### src/rtl/fetch_buffer_pkg.sv
// Shared constants for the fetch/decode boundary.
// The NOP encoding is used by every stage that inserts bubbles.
package fetch_buffer_pkg;

    localparam logic [31:0] NOP_INSTR     = 32'h0000_0013;
    localparam int          DEFAULT_DEPTH = 4;
    localparam int          DEFAULT_WIDTH = 32;

endpackage : fetch_buffer_pkg

### src/rtl/fetch_buffer.sv
// Instruction fetch buffer: a small circular FIFO between fetch and decode.
// The head entry is presented to decode; empty slots read as NOP with PC 0.
module fetch_buffer
    import fetch_buffer_pkg::*;
#(
    parameter int DEPTH = DEFAULT_DEPTH,
    parameter int WIDTH = DEFAULT_WIDTH
) (
    input  logic                     i_clk,
    input  logic                     i_rst_n,
    input  logic                     i_flush,
    input  logic                     i_valid,
    input  logic [WIDTH-1:0]         i_instr,
    input  logic [31:0]              i_pc,
    output logic                     o_ready,
    input  logic                     i_en,
    output logic [WIDTH-1:0]         o_instr,
    output logic [31:0]              o_pc,
    output logic                     o_imask,
    output logic [$clog2(DEPTH):0]   o_count
);

    localparam int PTR_W = $clog2(DEPTH);
    localparam int CNT_W = PTR_W + 1;
    localparam logic [WIDTH-1:0] NOP_W = WIDTH'(NOP_INSTR);

    logic [PTR_W-1:0] wr_ptr_q, wr_ptr_d;
    logic [PTR_W-1:0] rd_ptr_q, rd_ptr_d;
    logic [CNT_W-1:0] count_q,  count_d;

    logic [WIDTH-1:0] instr_mem_q [DEPTH];
    logic [31:0]      pc_mem_q    [DEPTH];

    logic push;
    logic pop;

    assign o_ready = (count_q != CNT_W'(DEPTH));
    assign o_imask = (count_q != '0);
    assign o_count = count_q;

    // A push while full is dropped even if a pop frees a slot in the same cycle.
    assign push = i_valid && o_ready && !i_flush;
    assign pop  = i_en && o_imask && !i_flush;

    always_comb begin
        wr_ptr_d = wr_ptr_q;
        rd_ptr_d = rd_ptr_q;
        count_d  = count_q;
        if (i_flush) begin
            wr_ptr_d = '0;
            rd_ptr_d = '0;
            count_d  = '0;
        end else begin
            if (push) wr_ptr_d = wr_ptr_q + PTR_W'(1);
            if (pop)  rd_ptr_d = rd_ptr_q + PTR_W'(1);
            case ({push, pop})
                2'b10:   count_d = count_q + CNT_W'(1);
                2'b01:   count_d = count_q - CNT_W'(1);
                default: count_d = count_q;
            endcase
        end
    end

    always_ff @(posedge i_clk) begin
        if (!i_rst_n) begin
            wr_ptr_q <= '0;
            rd_ptr_q <= '0;
            count_q  <= '0;
        end else begin
            wr_ptr_q <= wr_ptr_d;
            rd_ptr_q <= rd_ptr_d;
            count_q  <= count_d;
        end
    end

    // NOTE: storage has no reset; the occupancy count alone decides which slots are meaningful.
    always_ff @(posedge i_clk) begin
        if (i_rst_n && push) begin
            instr_mem_q[wr_ptr_q] <= i_instr;
            pc_mem_q[wr_ptr_q]    <= i_pc;
        end
    end

    assign o_instr = o_imask ? instr_mem_q[rd_ptr_q] : NOP_W;
    assign o_pc    = o_imask ? pc_mem_q[rd_ptr_q]    : 32'h0;

endmodule : fetch_buffer

### config.mk
export PLATFORM = sky130hd
export DESIGN_NAME = fetch_buffer
export DESIGN_NICKNAME = d
export VERILOG_FILES = /design/src/rtl/fetch_buffer_pkg.sv /design/src/rtl/fetch_buffer.sv
export SDC_FILE = /design/constraint.sdc
export NUM_CORES = 1
export LEC_CHECK = 0
export CAP_MARGIN = 20
export CORE_MARGIN = 2
export CORE_UTILIZATION = 30
export CTS_BUF_LIST = sky130_fd_sc_hd__clkbuf_8
export CTS_CLUSTER_SIZE = 14
export DETAILED_ROUTE_END_ITERATION = 8
export SETUP_SLACK_MARGIN = 0.2
export SLEW_MARGIN = 20
export SYNTH_ARGS = -nofsm -noshare
export SYNTH_HDL_FRONTEND = slang
export SYNTH_SLANG_ARGS = --single-unit
### constraint.sdc
create_clock -name i_clk -period 3.1 [get_ports i_clk]
set_input_delay 0.31 -clock i_clk [delete_from_list [all_inputs] [get_ports i_clk]]
set_output_delay 0.31 -clock i_clk [all_outputs]
set_load 0.005 [all_outputs]
==> flow_metrics.env <==
export IMPL_status="complete, no violations"
export IMPL_power_density_mw_per_mm2=546
export IMPL_critPathArrivalTime_ns=2.47
export IMPL_grt_max_degree=39
export IMPL_die_width_um=189
export IMPL_min_delay_path_depth=1
export IMPL_synth_warnings=0
export IMPL_grtUsageTotal_pct=11.5
export IMPL_synth_mux_area_share_pct=14.1
export IMPL_place_congestion=0.708
export IMPL_syn_inst=461
export IMPL_die_h_um=189
export IMPL_post_dp_cell_area_mm2=0.0122
export IMPL_slew_viol_final=0
export IMPL_seq_area_frac_synth_pct=76.9
export IMPL_timing_hold_violations_final=0
export IMPL_viasPerCell=4.44
export IMPL_slew_headroom_pct=73.5
export IMPL_skew_ns=0.0166
export IMPL_clock_sinks=265
export IMPL_wl_per_cell_um=18.2
export IMPL_synth_net_count=536
export IMPL_clockRootBuffer="clkbuf_8"
export IMPL_timing_rr_end="o_count[2]$_SDFFE_PP0P_"
export IMPL_required_ns=2.79
export IMPL_holdWs_ns=0.414
export IMPL_fin_area_mm2=0.0130
export IMPL_first_pass_iters=4
export IMPL_clock_latency_ns=0.53
export IMPL_drive_gt1_share_pct=21.7
export IMPL_cts_resized=1
export IMPL_drt_iter0_drc=269
export IMPL_dpl_hpwl_mm=12.2
export IMPL_r2r_cells=9
export IMPL_ys_top_cells_by_area="edfxtp_1, mux4_2, and2_1"
export IMPL_synth_xor_area_share_pct=0.257
export IMPL_power_static_leakage_nw=4.09
export IMPL_wl_mm=20.3
export IMPL_grt_pass1_vias=5643
export IMPL_yosys_area_share_simple_pct=5.14
export IMPL_core_area_mm2=0.0335
export IMPL_setup_violations=0
export IMPL_initial_core_util_pct=30.5
export IMPL_synth_area_mm2=0.0102
export IMPL_cts_hold_buf=0
export IMPL_nets=710
export IMPL_antenna_found_initial=0
export IMPL_critPathCaptureType="output port"
export IMPL_synth_compound_area_share_pct=0.563
export IMPL_drc=0
export IMPL_ir_worst_vdd_uv=238
export IMPL_clk_pin_slew_ns=0.06
export IMPL_grt_pass1_wl_mm=31.6
export IMPL_r2r_start="o_count[2]$_SDFFE_PP0P_"
export IMPL_n_antenna_cell=0
export IMPL_drv_cap=0
export IMPL_synth_distinct_cells=32
export IMPL_clk_path_buf_depth=3
export IMPL_post_cts_buffers=0
export IMPL_rsz0062_at_grt="yes"
export IMPL_io_pins=138
export IMPL_syn_area_per_cell_um2=22.2
export IMPL_synthAdderAreaFrac_pct=0.808
export IMPL_finalWorstSetupSlack_ns=0.315
export IMPL_critPathCapture="o_pc[9]"
export IMPL_fmax_mhz=359
export IMPL_cts_inserted_buffers=44
export IMPL_io_buffers=137
export IMPL_grt_overflow_total=0
export IMPL_critPathMaxFanout=33
export IMPL_utilization_pct=38.8
export IMPL_cts_htree_levels=2
export IMPL_layout_worst_path_cycle_share_pct=89.8
export IMPL_tns_ns=0
export IMPL_area_growth_pct=27.2
export IMPL_path_class="flop to output port"
export IMPL_place_ws_ns=0.309
export IMPL_vias=4951
export IMPL_post_route_min_period_ns=2.78
export IMPL_rrSetupSlack_ns=0.49
export IMPL_crit_path_start_kind="flop"
export IMPL_synth_top_cell_by_area="edfxtp_1"
export IMPL_synth_seq_cells=265
export IMPL_hold_path_class="input pin to flop"
export IMPL_synth_top_area_share_pct=75.2
export IMPL_cts_tree="yes"
export IMPL_worstMarginPinSlew_ns=0.397
export IMPL_die_area_mm2=0.0356
export IMPL_drt_antenna_violating_nets=0
export IMPL_synth_top_family_by_area="multiplexers"
export IMPL_rows=67
[where the power goes]
part	total (mW)	internal [mW]	switching (mW)
registers	3.97	3.96	0.00927
logic	0.301	0.178	0.123
clock network	2.83	1.51	1.31
total	7.10	5.65	1.45
[registers in the layout (all words and copies together) (netlist names), named ones only]
signal,count
wr_ptr_q,2
rd_ptr_q,2
o_count,3
pc_mem_q,128
instr_mem_q,128
[worst min-delay path by stage]
stage	from	endpoint
finish	i_pc[7]	pc_mem_q[3][7]$_DFFE_PP_
global route	i_pc[9]	pc_mem_q[3][9]$_DFFE_PP_
CTS	i_instr[21]	instr_mem_q[2][21]$_DFFE_PP_
detailed placement	rd_ptr_q[1]$_SDFFE_PP0P_	flop
global placement	rd_ptr_q[1]$_SDFFE_PP0P_	flop
floorplan	i_instr[0]	instr_mem_q[0][0]$_DFFE_PP_
[layout make-up]
type / instances / area [um^2]
fill: 3091 / 20500
clock buffer: 45 / 619
tap: 448 / 561
clock inverter: 33 / 188
timing repair buffer: 150 / 1580
multi-input combinational: 167 / 2160
inverter: 7 / 28.8
sequential: 265 / 7880
[metrics by stage]
stage | cells | power (mW)
after floorplan | 461 | 4.14
after global placement | 1037 | 4.34
after detailed placement | 1037 | 4.35
after CTS | 1115 | 7.23
after global routing | 1115 | 7.41
final | 1115 | 7.10
[Yosys cell counts, drive strengths merged]
cell type  count
a21o           1
a21oi          4
and2          62
and2b          1
and3           4
buf           14
clkbuf         8
dfxtp          9
edfxtp       256
fa             1
ha             5
inv            7
mux4          64
nand2          1
nand2b         1
nand3          1
nand4          1
nor2           6
nor2b          1
nor3           1
o21ai          2
o31ai          2
or2            3
or3            2
or3b           1
xor2           3
[cell families (layout without fill, tap and decap cells)]
logic type / Yosys count / in the layout
xor gates and xnor gates: 3 / 3
and+or+nand+nor: 85 / 85
DFF: 265 / 265
AOI/OAI and AO/OA: 9 / 9
adders and majority gates: 6 / 6
buffers and inverters: 29 / 235
muxes: 64 / 64
[worst max-delay path, cell delays in order, from the launching register on]
cell	delay, ns
dfxtp_4	0.45
buf_16	0.26
mux4_2	0.53
and2_1	0.19
clkdlybuf4s50_1	0.46
[layout by cell type (no fill, tap or decap), types with 2 or more instances in the layout]
cell type	instances
edfxtp_1	256
clkdlybuf4s50_1	137
mux4_2	64
and2_1	61
clkbuf_8	45
inv_1	18
clkinv_1	10
clkinv_2	9
dfxtp_1	7
buf_12	7
nor2_1	6
ha_1	5
buf_4	5
and3_4	4
a21oi_1	4
or2_1	3
xor2_1	3
o21ai_0	2
dfxtp_4	2
bufinv_16	2
[metal layers]
layer	part of all wire, %	global-route usage [%]	wire length [um]	vias to the layer above
met2	51	20.0	10300	141
met1	41	14.0	8300	2551
met4	2.0	3.82	405	0
met3	6.0	3.09	1220	42
met5	0	0	0	-
li1	-	-	-	2217
(Power assumes the default switching activity.)
